`src/rtl/spi_txn_sequencer.sv`:
```
// spi_txn_sequencer
//   Shares one SPI_Host byte engine among NUM_REQ requesters. A round-robin
//   arbiter grants one requester at a time. For the granted requester it
//   asserts that requester's chip select and waits CS_SETUP clocks. It then
//   runs wlen write bytes followed by rlen read bytes through the host. After
//   the last byte it waits CS_HOLD clocks, releases the chip select and
//   pulses done.
//
//   Optional feature: define SPI_SEQ_TIMEOUT_EN to add a 16-bit per-byte
//   watchdog and the extra 'err' output. The default build has neither.
//
// Ports
//   clock, reset_n        system clock (rising edge), async active-low reset
//   req                   level request per requester, held until done
//   req_wlen / req_rlen   per-requester write / read byte counts (LEN_W each)
//   tx_data               per-requester current write byte (8 bits each)
//   tx_pop                one-hot pulse: granted requester's byte consumed
//   rx_data, rx_valid     last received byte, one-hot valid pulse
//   done                  one-hot pulse: transaction complete, cs_n released
//   err                   (SPI_SEQ_TIMEOUT_EN only) watchdog abort, with done
//   cs_n                  active-low chip selects, at most one low
//   host_data_ready       one-clock load strobe to SPI_Host
//   host_readmode         0 = write byte, 1 = read byte (valid with strobe)
//   host_data_input       byte to SPI_Host (valid with strobe)
//   host_busy             SPI_Host busy flag
//   host_data_output      SPI_Host received byte
module spi_txn_sequencer #(
    parameter int NUM_REQ  = 4,
    parameter int LEN_W    = 4,
    parameter int CS_SETUP = 2,
    parameter int CS_HOLD  = 2
) (
    input  logic                     clock,
    input  logic                     reset_n,
    input  logic [NUM_REQ-1:0]       req,
    input  logic [NUM_REQ*LEN_W-1:0] req_wlen,
    input  logic [NUM_REQ*LEN_W-1:0] req_rlen,
    input  logic [NUM_REQ*8-1:0]     tx_data,
    output logic [NUM_REQ-1:0]       tx_pop,
    output logic [7:0]               rx_data,
    output logic [NUM_REQ-1:0]       rx_valid,
    output logic [NUM_REQ-1:0]       done,
`ifdef SPI_SEQ_TIMEOUT_EN
    output logic                     err,
`endif
    output logic [NUM_REQ-1:0]       cs_n,
    output logic                     host_data_ready,
    output logic                     host_readmode,
    output logic [7:0]               host_data_input,
    input  logic                     host_busy,
    input  logic [7:0]               host_data_output
);

    localparam int PTR_W   = (NUM_REQ > 1) ? $clog2(NUM_REQ) : 1;
    localparam int CNT_MAX = (CS_SETUP > CS_HOLD) ? CS_SETUP : CS_HOLD;
    localparam int CNT_W   = $clog2(CNT_MAX + 1);

    typedef enum logic [2:0] {
        S_IDLE,
        S_GRANT,
        S_SETUP,
        S_LOAD,
        S_WAIT_BUSY,
        S_WAIT_DONE,
        S_HOLD
    } state_t;

    state_t             state_q, state_d;
    logic [PTR_W-1:0]   rr_ptr_q;
    logic [PTR_W-1:0]   sel_q;
    logic [LEN_W-1:0]   wlen_q, rlen_q;
    logic [CNT_W-1:0]   cnt_q;

    logic [PTR_W-1:0]   pick_idx;
    logic               pick_found;
    logic               wr_phase;
    logic               byte_done;
    logic               more_bytes;
    logic               wd_expired;

    function automatic logic [NUM_REQ-1:0] onehot(input logic [PTR_W-1:0] idx);
        logic [NUM_REQ-1:0] v;
        v      = '0;
        v[idx] = 1'b1;
        return v;
    endfunction

    // Write bytes always precede read bytes, so a nonzero write count means
    // the byte in flight (or about to load) is a write.
    assign wr_phase   = (wlen_q != '0);
    assign byte_done  = (state_q == S_WAIT_DONE) && !host_busy;
    assign more_bytes = wr_phase ? ((wlen_q > LEN_W'(1)) || (rlen_q != '0))
                                 : (rlen_q > LEN_W'(1));

    // Round-robin pick: first set request at or after the pointer, wrapping.
    always_comb begin
        int unsigned idx;
        pick_found = 1'b0;
        pick_idx   = '0;
        idx        = 0;
        for (int unsigned k = 0; k < NUM_REQ; k++) begin
            idx = int'(rr_ptr_q) + k;
            if (idx >= NUM_REQ) idx = idx - NUM_REQ;
            if (!pick_found && req[idx]) begin
                pick_found = 1'b1;
                pick_idx   = PTR_W'(idx);
            end
        end
    end

`ifdef SPI_SEQ_TIMEOUT_EN
    logic [15:0] wd_q;
    logic        err_flag_q;
    assign wd_expired = ((state_q == S_WAIT_BUSY) || (state_q == S_WAIT_DONE))
                        && (wd_q == 16'hFFFF);
`else
    assign wd_expired = 1'b0;
`endif

    always_ff @(posedge clock or negedge reset_n) begin
        if (!reset_n) state_q <= S_IDLE;
        else          state_q <= state_d;
    end

    always_comb begin
        state_d = state_q;
        case (state_q)
            S_IDLE:      if (|req) state_d = S_GRANT;
            // The request may have been withdrawn between IDLE and GRANT.
            S_GRANT:     state_d = pick_found ? S_SETUP : S_IDLE;
            S_SETUP:     if (cnt_q == CNT_W'(CS_SETUP - 1))
                             state_d = ((wlen_q == '0) && (rlen_q == '0)) ? S_HOLD : S_LOAD;
            S_LOAD:      state_d = S_WAIT_BUSY;
            S_WAIT_BUSY: if (host_busy)       state_d = S_WAIT_DONE;
                         else if (wd_expired) state_d = S_HOLD;
            S_WAIT_DONE: if (!host_busy)      state_d = more_bytes ? S_LOAD : S_HOLD;
                         else if (wd_expired) state_d = S_HOLD;
            S_HOLD:      if (cnt_q == CNT_W'(CS_HOLD - 1)) state_d = S_IDLE;
            default:     state_d = S_IDLE;
        endcase
    end

    // Host strobe and write-byte handshake are decoded from state so they
    // vanish the instant reset asserts.
    always_comb begin
        host_data_ready = 1'b0;
        host_readmode   = 1'b0;
        host_data_input = '0;
        tx_pop          = '0;
        if (state_q == S_LOAD) begin
            host_data_ready = 1'b1;
            if (wr_phase) begin
                host_data_input = tx_data[int'(sel_q)*8 +: 8];
                tx_pop          = onehot(sel_q);
            end else begin
                host_readmode   = 1'b1;
            end
        end
    end

    always_ff @(posedge clock or negedge reset_n) begin
        if (!reset_n) begin
            rr_ptr_q <= '0;
            sel_q    <= '0;
            wlen_q   <= '0;
            rlen_q   <= '0;
            cnt_q    <= '0;
            cs_n     <= '1;
            done     <= '0;
            rx_valid <= '0;
            rx_data  <= '0;
        end else begin
            done     <= '0;
            rx_valid <= '0;
            cnt_q    <= (state_d != state_q) ? '0 : cnt_q + CNT_W'(1);

            if ((state_q == S_GRANT) && pick_found) begin
                sel_q    <= pick_idx;
                wlen_q   <= req_wlen[int'(pick_idx)*LEN_W +: LEN_W];
                rlen_q   <= req_rlen[int'(pick_idx)*LEN_W +: LEN_W];
                cs_n     <= ~onehot(pick_idx);
                rr_ptr_q <= (pick_idx == PTR_W'(NUM_REQ - 1)) ? '0 : pick_idx + PTR_W'(1);
            end

            if (byte_done) begin
                if (wr_phase) begin
                    wlen_q <= wlen_q - LEN_W'(1);
                end else begin
                    rlen_q   <= rlen_q - LEN_W'(1);
                    rx_data  <= host_data_output;
                    rx_valid <= onehot(sel_q);
                end
            end

            if ((state_q == S_HOLD) && (state_d == S_IDLE)) begin
                cs_n <= '1;
                done <= onehot(sel_q);
            end
        end
    end

`ifdef SPI_SEQ_TIMEOUT_EN
    // Watchdog restarts with each byte; an expiry skips the remaining bytes
    // and is reported with the done pulse of the same transaction.
    always_ff @(posedge clock or negedge reset_n) begin
        if (!reset_n) begin
            wd_q       <= '0;
            err_flag_q <= 1'b0;
            err        <= 1'b0;
        end else begin
            err <= 1'b0;
            if ((state_q == S_WAIT_BUSY) || (state_q == S_WAIT_DONE)) wd_q <= wd_q + 16'd1;
            else                                                      wd_q <= '0;
            if (state_q == S_GRANT) err_flag_q <= 1'b0;
            else if (wd_expired)    err_flag_q <= 1'b1;
            if ((state_q == S_HOLD) && (state_d == S_IDLE)) err <= err_flag_q;
        end
    end
`endif

endmodule
```
`config.mk`:
```
export PLATFORM = sky130hd
export DESIGN_NAME = spi_txn_sequencer
export DESIGN_NICKNAME = d
export VERILOG_FILES = /design/src/rtl/spi_txn_sequencer.sv
export SDC_FILE = /design/constraint.sdc
export NUM_CORES = 1
export LEC_CHECK = 0
export BUFFER_PORTS_ARGS = -buffer_cell sky130_fd_sc_hd__buf_2
export CELL_PAD_IN_SITES_DETAIL_PLACEMENT = 1
export CELL_PAD_IN_SITES_GLOBAL_PLACEMENT = 1
export CORE_MARGIN = 8
export CORE_UTILIZATION = 29
export DETAILED_ROUTE_END_ITERATION = 7
export PLACE_DENSITY = 0.69
export SLEW_MARGIN = 10
export SYNTH_ARGS = -nofsm -noshare
export SYNTH_HDL_FRONTEND = slang
export SYNTH_SLANG_ARGS = --single-unit
```
`constraint.sdc`:
```
create_clock -name clock -period 4 [get_ports clock]
set_input_delay 0.6 -clock clock [delete_from_list [all_inputs] [get_ports clock]]
set_output_delay 0.6 -clock clock [all_outputs]
set_load 0.01 [all_outputs]
```
==> results of run 1 <==
## stage by stage
step	instances	total power, uW	utilization (%)	hold WS (ps)	setup WS [ps]
3_3_place_gp	444	1590	37.1	422	1310
6_report	452	1880	38.3	405	1360
3_5_place_dp	444	1640	37.1	441	1150
4_1_cts	452	1910	38.2	426	811
2_1_floorplan	241	1340	-	304	1670
5_1_grt	452	2050	38.3	457	1180
## cell type report
type	count	area, um^2
clock inverter	2	15.0
timing repair buffer	113	568
sequential	37	931
inverter	10	40.0
fill	977	5020
tap	105	131
clock buffer	6	72.6
multi-input combinational	179	1350
## worst max-delay path by stage
stage,start,to,slack [ps],depth (start not counted)
finish,state_q[1]$_DFF_PN0_,tx_pop[0],1360,5
CTS,state_q[1]$_DFF_PN0_,tx_pop[0],810,5
global placement,state_q[1]$_DFF_PN0_,tx_pop[0],1310,5
detailed placement,state_q[1]$_DFF_PN0_,tx_pop[0],1150,5
global route,state_q[1]$_DFF_PN0_,tx_pop[0],1180,5
floorplan,sel_q[0]$_DFFE_PN0P_,host_data_input[4],1670,4
## critical path, stage by stage (launching register included)
cell,delay (ps)
dfrtp_1,470
inv_1,140
nor3b_2,600
nand2_1,210
nor3_1,160
buf_2,160
## where the power goes
| group | leakage, uW | switching, uW | internal, uW |
|---|---|---|---|
| registers | 0.000470 | 183 | 511 |
| clock network | 0.0000374 | 143 | 123 |
| logic | 0.00107 | 484 | 439 |
| total | 0.00157 | 809 | 1070 |
## flip-flops by register name (all words and copies together) (netlist names)
signal,flops
cnt_q,2
cs_n,4
done,4
rlen_q,4
rr_ptr_q,2
rx_data,8
rx_valid,4
sel_q,2
state_q,3
wlen_q,4
## placed cells by master, fill, tap and decap left out, types with 2 or more instances in the layout
cell type,n
buf_2,112
dfrtp_1,33
nand2_1,28
nor2_1,21
mux2_2,13
o21ai_0,12
mux4_2,10
and3_1,10
ha_1,10
inv_1,9
nor3_1,9
a21oi_1,7
nand2b_1,6
o211ai_1,6
clkbuf_8,5
mux2i_1,4
dfstp_2,4
nor4_1,3
nand3_1,3
a31oi_1,3
o22ai_1,3
a221o_1,2
a32oi_1,2
a211oi_2,2
a22o_1,2
clkinvlp_4,2
## per-layer routing
layer	up-vias	global-route usage, %
met2	90	23.8
met1	1106	16.0
met4	0	4.12
li1	1089	-
met3	8	3.78
met5	-	0
## synthesized netlist by cell type, types with 3 or more instances
cell,count
clkbuf_1,7
ha_1,10
dfrtp_1,33
mux4_2,10
mux2i_1,4
o22ai_1,3
nand3_1,3
nor2_1,21
nand2b_1,6
nor4_1,3
o21ai_0,12
nand2_1,28
buf_2,5
o211ai_1,6
nor3_1,9
a31oi_1,3
mux2_2,13
inv_1,9
a21oi_1,7
and3_1,10
dfstp_2,4
## cell families (layout without fill, tap and decap cells)
logic type / count (synthesis) / after routing / share of synthesized area (%)
adder cells (fa/ha/maj): 10 / 10 / 5.22
multiplexers: 27 / 27 / 17.2
AND/OR/NAND/NOR: 94 / 94 / 19.8
AO/OA/AOI/OAI: 48 / 48 / 14.1
buffers and inverters: 25 / 131 / 4.91
flip-flops: 37 / 37 / 38.8
==> flow_summary.yaml, run 1 <==
finish:
  fin_nets: 435
  syn_to_final_growth_pct: 29.8
  drive_above_1_share_pct: 44.1
  fin_area_um2: 3110
  diodes: 0
clock_network:
  cts_root_buf: "clkbuf_8"
  clk_pin_slew_worst_paths_ps: 80
  cts_setup_buffers: 0
  clock_path_buffers: 2
  clock_latency_ps: 300
  post_cts_resized: 0
  clock_sinks: 37
  htree_levels: 2
  cts_tree: "yes"
  cts-hold-fix-buffers: 0
  cts_buffers: 5
worst_setup_path:
  worst_ep_required_time_ps: 3400
  worst_setup_path_start_kind: "flip-flop"
  regToRegEndpoint: "rlen_q[3]$_DFF_PN0_"
  r2r_start: "wlen_q[0]$_DFF_PN0_"
  cp-end-kind: "primary output"
  worst-setup-path-type: "flip-flop to primary output"
  cp.arrival_ps: 2040
  reg2reg_slack_ps: 1440
  r2r_cells: 7
  path_max_fanout: 11
logic_synthesis:
  synth_edf_count: 0
  ys_ff_latch: 37
  async_reset_ff_share_pct: 100
  synthDistinctLibCells: 50
  syn_area_per_cell_um2: 9.95
  syn-instance-count: 241
  yosysTopAreaCell: "dfrtp_1"
  synth_fp_nets: 330
  ys.flop_type: "dfrtp_1"
  ys_seq_area_share_pct: 38.8
  synthesis.area_um2: 2400
  synth_top_area_share_pct: 34.4
  synthTopCellsByArea: "dfrtp_1 34%, mux4_2 9.4%, mux2_2 6.1%"
  synth_warnings: 0
global_routing:
  grt_pass1_vias: 2582
  antenna_found_initial: 0
  grt_start_max_net_pins: 38
  grt_use_total_pct: 13.7
  grt_first_pass_wirelength_mm: 12.7
  grt_overflow_total: 0
drt:
  via_count: 2293
  wl_per_cell_um: 17.2
  drc: 0
  first_pass_iters: 4
  drt_iter0_drc: 69
  wl_met3_um: 579
  top_layer_used: "met4"
  post_drt_via_cell_ratio: 5.07
  wl_met2_mm: 3.77
  wl_mm: 7.79
  antenna_left: 0
  m1WireLength_mm: 3.35
place:
  place_area_um2: 3020
  hpwlAfterDp_mm: 6.26
  gp_congestion: 0.780
  io_buffer_count: 112
pwr:
  powerDensity_nw_per_um2: 605
  leakage_uw: 0.00157
  ir_drop_mv: 0.237
sta:
  period_share_pct: 65.9
  slew_headroom_pct: 42.6
  final-max-slew-violation-count: 0
  setup_tns_ps: 0
  tightest_slew_ps: 854
  setup_viol: 0
  fin_skew_ps: 11.4
  rsz0062_at_grt: "false"
  final.min_clock_period_ps: 2640
  hold_viol_final: 0
  max_freq_ghz: 0.379
run:
  max_cap_viol_count: 0
hold_path:
  hp-class: "input port to asynchronous set/reset pin"
floorplan:
  rows: 33
  coreArea_um2: 8130
  die_height_um: 107
  start_util_pct: 29.5
  die_area_um2: 11400
  die_width_um: 107
  io_pins: 113
outcome:
  status: "completed"
(Power assumes the default switching activity.)
==> run 2: changes to the inputs <==
--- a/config.mk
+++ b/config.mk
@@ -11,7 +11,7 @@
 export CORE_MARGIN = 8
 export CORE_UTILIZATION = 29
 export DETAILED_ROUTE_END_ITERATION = 7
-export PLACE_DENSITY = 0.69
+export PLACE_DENSITY = 0.72
 export SLEW_MARGIN = 10
 export SYNTH_ARGS = -nofsm -noshare
 export SYNTH_HDL_FRONTEND = slang
==> constraint.sdc (replaced) <==
create_clock -name clock -period 2.4 [get_ports clock]
set_input_delay 0.36 -clock clock [delete_from_list [all_inputs] [get_ports clock]]
set_output_delay 0.36 -clock clock [all_outputs]
set_load 0.01 [all_outputs]
==> flow_summary.yaml, run 2 (synthesis gave the netlist of run 1 again) <==
floorplan:
  die_height_um: 107
  die_area_um2: 11400
  rows: 33
  die_width_um: 107
  start_util_pct: 29.5
  io_pins: 113
  coreArea_um2: 8130
worst_setup_path:
  worst_ep_required_time_ps: 2040
  path_cells: "inv_1, ha_2, or3b_1, buf_4, nand2_1, nor3_1, buf_2"
  reg2reg_slack_ps: 190
  r2r_cells: 8
  regToRegEndpoint: "rlen_q[3]$_DFF_PN0_"
  cp-end-kind: "primary output"
  worst_setup_path_start_kind: "flip-flop"
  cp_slowest_cell: "dfrtp_1"
  r2r_start: "wlen_q[1]$_DFF_PN0_"
  worst-setup-path-type: "flip-flop to primary output"
  max_stage_delay_ps: 410
  cp.arrival_ps: 1940
  path_max_fanout: 9
global_routing:
  antenna_found_initial: 0
  grt_first_pass_wirelength_mm: 12.7
  grt_pass1_vias: 2469
  grt_use_total_pct: 13.8
  grt_overflow_total: 0
  grt_start_max_net_pins: 38
pwr:
  pwr-share-comb_pct: 53.0
  swShare_pct: 41.8
  powerDensity_nw_per_um2: 1010
  leakage_uw: 0.00165
  power_frac_clock_pct: 13.6
  p_switching_uw: 1370
  ir_drop_mv: 0.317
  intPower_uw: 1900
  pwr-share-seq_pct: 33.4
  finalPower_uw: 3270
clock_network:
  clk_pin_slew_worst_paths_ps: 80
  cts-hold-fix-buffers: 0
  clock_sinks: 37
  clock_path_buffers: 2
  cts_root_buf: "clkbuf_8"
  cts_tree: "yes"
  clock_latency_ps: 290
  htree_levels: 2
  cts_buffers: 5
place:
  hpwlAfterDp_mm: 6.40
  io_buffer_count: 112
  gp_congestion: 0.807
finish:
  mostFrequentLayoutCells: "112 x buf_2, 33 x dfrtp_1, 28 x nand2_1"
  diodes: 0
  fin_nets: 451
  layout_commonest_cell: "buf_2"
  max_flop_register: "rx_data"
  syn_to_final_growth_pct: 35.1
  drive_above_1_share_pct: 46.8
  largest_register_ffs: 8
sta:
  final.min_clock_period_ps: 2300
  max_freq_ghz: 0.434
  fin_skew_ps: 2.26
  setup_tns_ps: 0
  rsz0062_at_grt: "false"
  final-max-slew-violation-count: 0
  period_share_pct: 96.0
  tightest_slew_ps: 860
  hold_viol_final: 0
  setup_viol: 0
  final.hold.worst_slack_ps: 174
  slew_headroom_pct: 42.7
drt:
  wl_mm: 7.92
  post_drt_via_cell_ratio: 5.04
  wl_per_cell_um: 16.9
  drt_iter0_drc: 71
  via_count: 2357
  drc: 0
  first_pass_iters: 4
  antenna_left: 0
outcome:
  status: "completed"
hold_path:
  hp-class: "input port to asynchronous set/reset pin"
run:
  max_cap_viol_count: 0
run 2: cell count changes in the layout (fill, tap and decap cells not counted), sizes merged:
cell | before | now
buf | 113 | 129
run 2: final cells by class:
cell class              count  area [um^2]
fillers                  1012         4900
repair buffers            129          692
multi-input cells         179         1360
well taps                 105          131
clock buffers               6         72.6
inverters                  10         40.0
flip-flops and latches     37          931
clock inverters             2         15.0
run 2: worst max-delay path by stage:
stage	start	endpoint	slack [ps]	cells after the start
6_report	wlen_q[1]$_DFF_PN0_	tx_pop[0]	100	7
5_1_grt	wlen_q[1]$_DFF_PN0_	tx_pop[0]	5	7
4_1_cts	wlen_q[0]$_DFF_PN0_	rlen_q[3]$_DFF_PN0_	80	8
3_5_place_dp	wlen_q[0]$_DFF_PN0_	rlen_q[3]$_DFF_PN0_	100	8
3_3_place_gp	wlen_q[0]$_DFF_PN0_	rlen_q[3]$_DFF_PN0_	190	8
2_1_floorplan	wlen_q[0]$_DFF_PN0_	rlen_q[3]$_DFF_PN0_	240	8
run 2: timing repair:
item / in CTS / in global routing
resized for setup: 0 / 3
setup buffers: 0 / 2
endpoints found under the setup margin: 0 / 4
run 2: worst max-delay path, delay by kind of cell (launching register included):
kind | cells | cell delay (ps)
buf+inv | 3 | 470
flops | 1 | 410
fa+ha+maj | 1 | 210
simple gates | 3 | 570
run 2: layer usage:
metal / track usage [%] / vias to the layer above / share of wire (%) / wire [um]
li1: - / 1127 / - / -
met1: 16.3 / 1137 / 43 / 3370
met2: 24.2 / 88 / 50 / 3950
met3: 3.72 / 5 / 6.8 / 536
met4: 3.62 / 0 / 0.81 / 64
met5: 0 / - / 0 / 0
run 2: stage by stage:
| stage | setup WS (ps) | utilization, % | cell area [um^2] | std cells |
|---|---|---|---|---|
| floorplan | 239 | - | 2400 | 241 |
| global placement | 192 | 38.4 | 3120 | 458 |
| detailed placement | 102 | 38.4 | 3120 | 458 |
| CTS | 80.9 | 39.5 | 3210 | 466 |
| global route | 4.62 | 39.8 | 3240 | 468 |
| finish | 95.0 | 39.8 | 3240 | 468 |
run 2: power groups by stage:
stage               sequential (uW)  combinational (uW)  clock (uW)
floorplan                      1030                1200           0
global placement               1100                1670           0
detailed placement             1110                1720           0
CTS                            1100                1720         456
global route                   1130                1930         488
finish                         1090                1730         443
==> run 3: changes to the inputs <==
--- a/config.mk
+++ b/config.mk
@@ -11,7 +11,7 @@
 export CORE_MARGIN = 8
 export CORE_UTILIZATION = 29
 export DETAILED_ROUTE_END_ITERATION = 7
-export PLACE_DENSITY = 0.72
+export PLACE_DENSITY = 0.69
 export SLEW_MARGIN = 10
 export SYNTH_ARGS = -nofsm -noshare
 export SYNTH_HDL_FRONTEND = slang
==> constraint.sdc (replaced) <==
create_clock -name clock -period 3 [get_ports clock]
set_input_delay 0.45 -clock clock [delete_from_list [all_inputs] [get_ports clock]]
set_output_delay 0.45 -clock clock [all_outputs]
set_load 0.01 [all_outputs]
==> flow_summary.yaml, run 3 (synthesis gave the netlist of run 1 again) <==
finish:
  multi_input_area_um2: 1350
  regArea_um2: 931
  final_cell_count_no_fill: 456
  drive_above_1_share_pct: 44.4
  fin_nets: 439
  diodes: 0
  largest_register_ffs: 8
  mostFrequentLayoutCells: "112 x buf_2, 33 x dfrtp_1, 28 x nand2_1"
  max_flop_register: "rx_data"
  fillers: 976
  syn_to_final_growth_pct: 31.8
  layout_commonest_cell: "buf_2"
sta:
  setup_tns_ps: 0
  timing.final.ws_setup_ps: 426
  final-max-slew-violation-count: 0
  tightest_slew_ps: 854
  final.hold.worst_slack_ps: 249
  setup_viol: 0
  slew_headroom_pct: 43.1
  hold_viol_final: 0
  final.min_clock_period_ps: 2570
  max_freq_ghz: 0.388
  period_share_pct: 85.8
  fin_skew_ps: 9.48
  rsz0062_at_grt: "false"
floorplan:
  rows: 33
  io_pins: 113
  die_height_um: 107
  die_width_um: 107
  die_area_um2: 11400
  start_util_pct: 29.5
  coreArea_um2: 8130
clock_network:
  cts_tree: "yes"
  post_cts_resized: 0
  cts_setup_buffers: 0
  clk_pin_slew_worst_paths_ps: 80
  clock_path_buffers: 2
  htree_levels: 2
  clock_sinks: 37
  cts-hold-fix-buffers: 0
  clock_latency_ps: 300
  cts_buffers: 5
  cts_root_buf: "clkbuf_8"
worst_setup_path:
  path_max_fanout: 22
  worst-setup-path-type: "flip-flop to flip-flop"
  worst_ep_required_time_ps: 3140
  r2r_cells: 7
  cp-end-kind: "flip-flop"
  cp.arrival_ps: 2720
  worst_setup_path_start_kind: "flip-flop"
place:
  io_buffer_count: 112
  dp_slack_ps: 455
  dp.cells: 448
  hpwlAfterDp_mm: 6.31
  gp_congestion: 0.787
global_routing:
  antenna_found_initial: 0
  grt_first_pass_wirelength_mm: 12.7
  grt_use_total_pct: 13.8
  grt_start_max_net_pins: 38
  grt_overflow_total: 0
  grt_pass1_vias: 2552
pwr:
  p_switching_uw: 1090
  power_frac_clock_pct: 16.9
  powerDensity_nw_per_um2: 831
  intPower_uw: 1530
  leakage_uw: 0.00161
  pwr-share-comb_pct: 47.6
  ir_drop_mv: 0.242
  pwr-share-seq_pct: 35.4
  swShare_pct: 41.5
outcome:
  status: "completed"
drt:
  antenna_left: 0
  drc: 0
  wl_mm: 7.87
  drt_iter0_drc: 62
  via_count: 2307
  post_drt_via_cell_ratio: 5.06
  wl_per_cell_um: 17.3
  first_pass_iters: 4
hold_path:
  hp-class: "input port to asynchronous set/reset pin"
run:
  max_cap_viol_count: 0
run 3: layout make-up:
cell class,instances,share of cell area [%]
clock inverters,2,1.23
inverters,10,1.27
multi-input cells,179,42.7
flip-flops and latches,37,29.5
clock buffers,6,2.30
repair buffers,117,18.9
well taps,105,4.16
run 3: power groups by stage:
stage,clock network (uW),logic (uW),registers [uW]
finish,445,1250,930
global route,467,1400,967
CTS,448,1280,932
detailed placement,0,1260,939
global placement,0,1220,923
floorplan,0,961,826
run 3: routing by layer:
layer	wire, um	track usage, %	vias up
li1	-	-	1100
met1	3430	16.4	1120
met2	3800	23.8	80
met3	560	3.96	7
met4	74	3.42	0
met5	0	0	-
run 3: path summary, 6_finish.rpt:
check,from,end,slack [ps]
max,wlen_q[0]$_DFF_PN0_,rlen_q[3]$_DFF_PN0_,430
min,reset_n,rx_data[7]$_DFFE_PN0P_,250
max reg2reg,wlen_q[0]$_DFF_PN0_,rlen_q[3]$_DFF_PN0_,430
min reg2reg,cnt_q[0]$_DFF_PN0_,cnt_q[0]$_DFF_PN0_,450
max in group asynchronous,reset_n,rlen_q[1]$_DFF_PN0_,2200
min in group clock,host_data_output[6],rx_data[6]$_DFFE_PN0P_,380
run 3: stage by stage:
step / util [%] / instance area, um^2 / power, uW
final: 38.9 / 3160 / 2630
after global routing: 38.9 / 3160 / 2830
after CTS: 38.9 / 3160 / 2660
after detailed placement: 37.5 / 3050 / 2200
after global placement: 37.5 / 3050 / 2140
after floorplan: - / 2400 / 1790
run 3: critical path: stages, from the launching register on:
cell,delay [ps]
dfrtp_1,440
inv_1,100
ha_1,200
or3b_1,540
or3_4,580
o41a_1,350
o22ai_1,150
a31oi_1,60
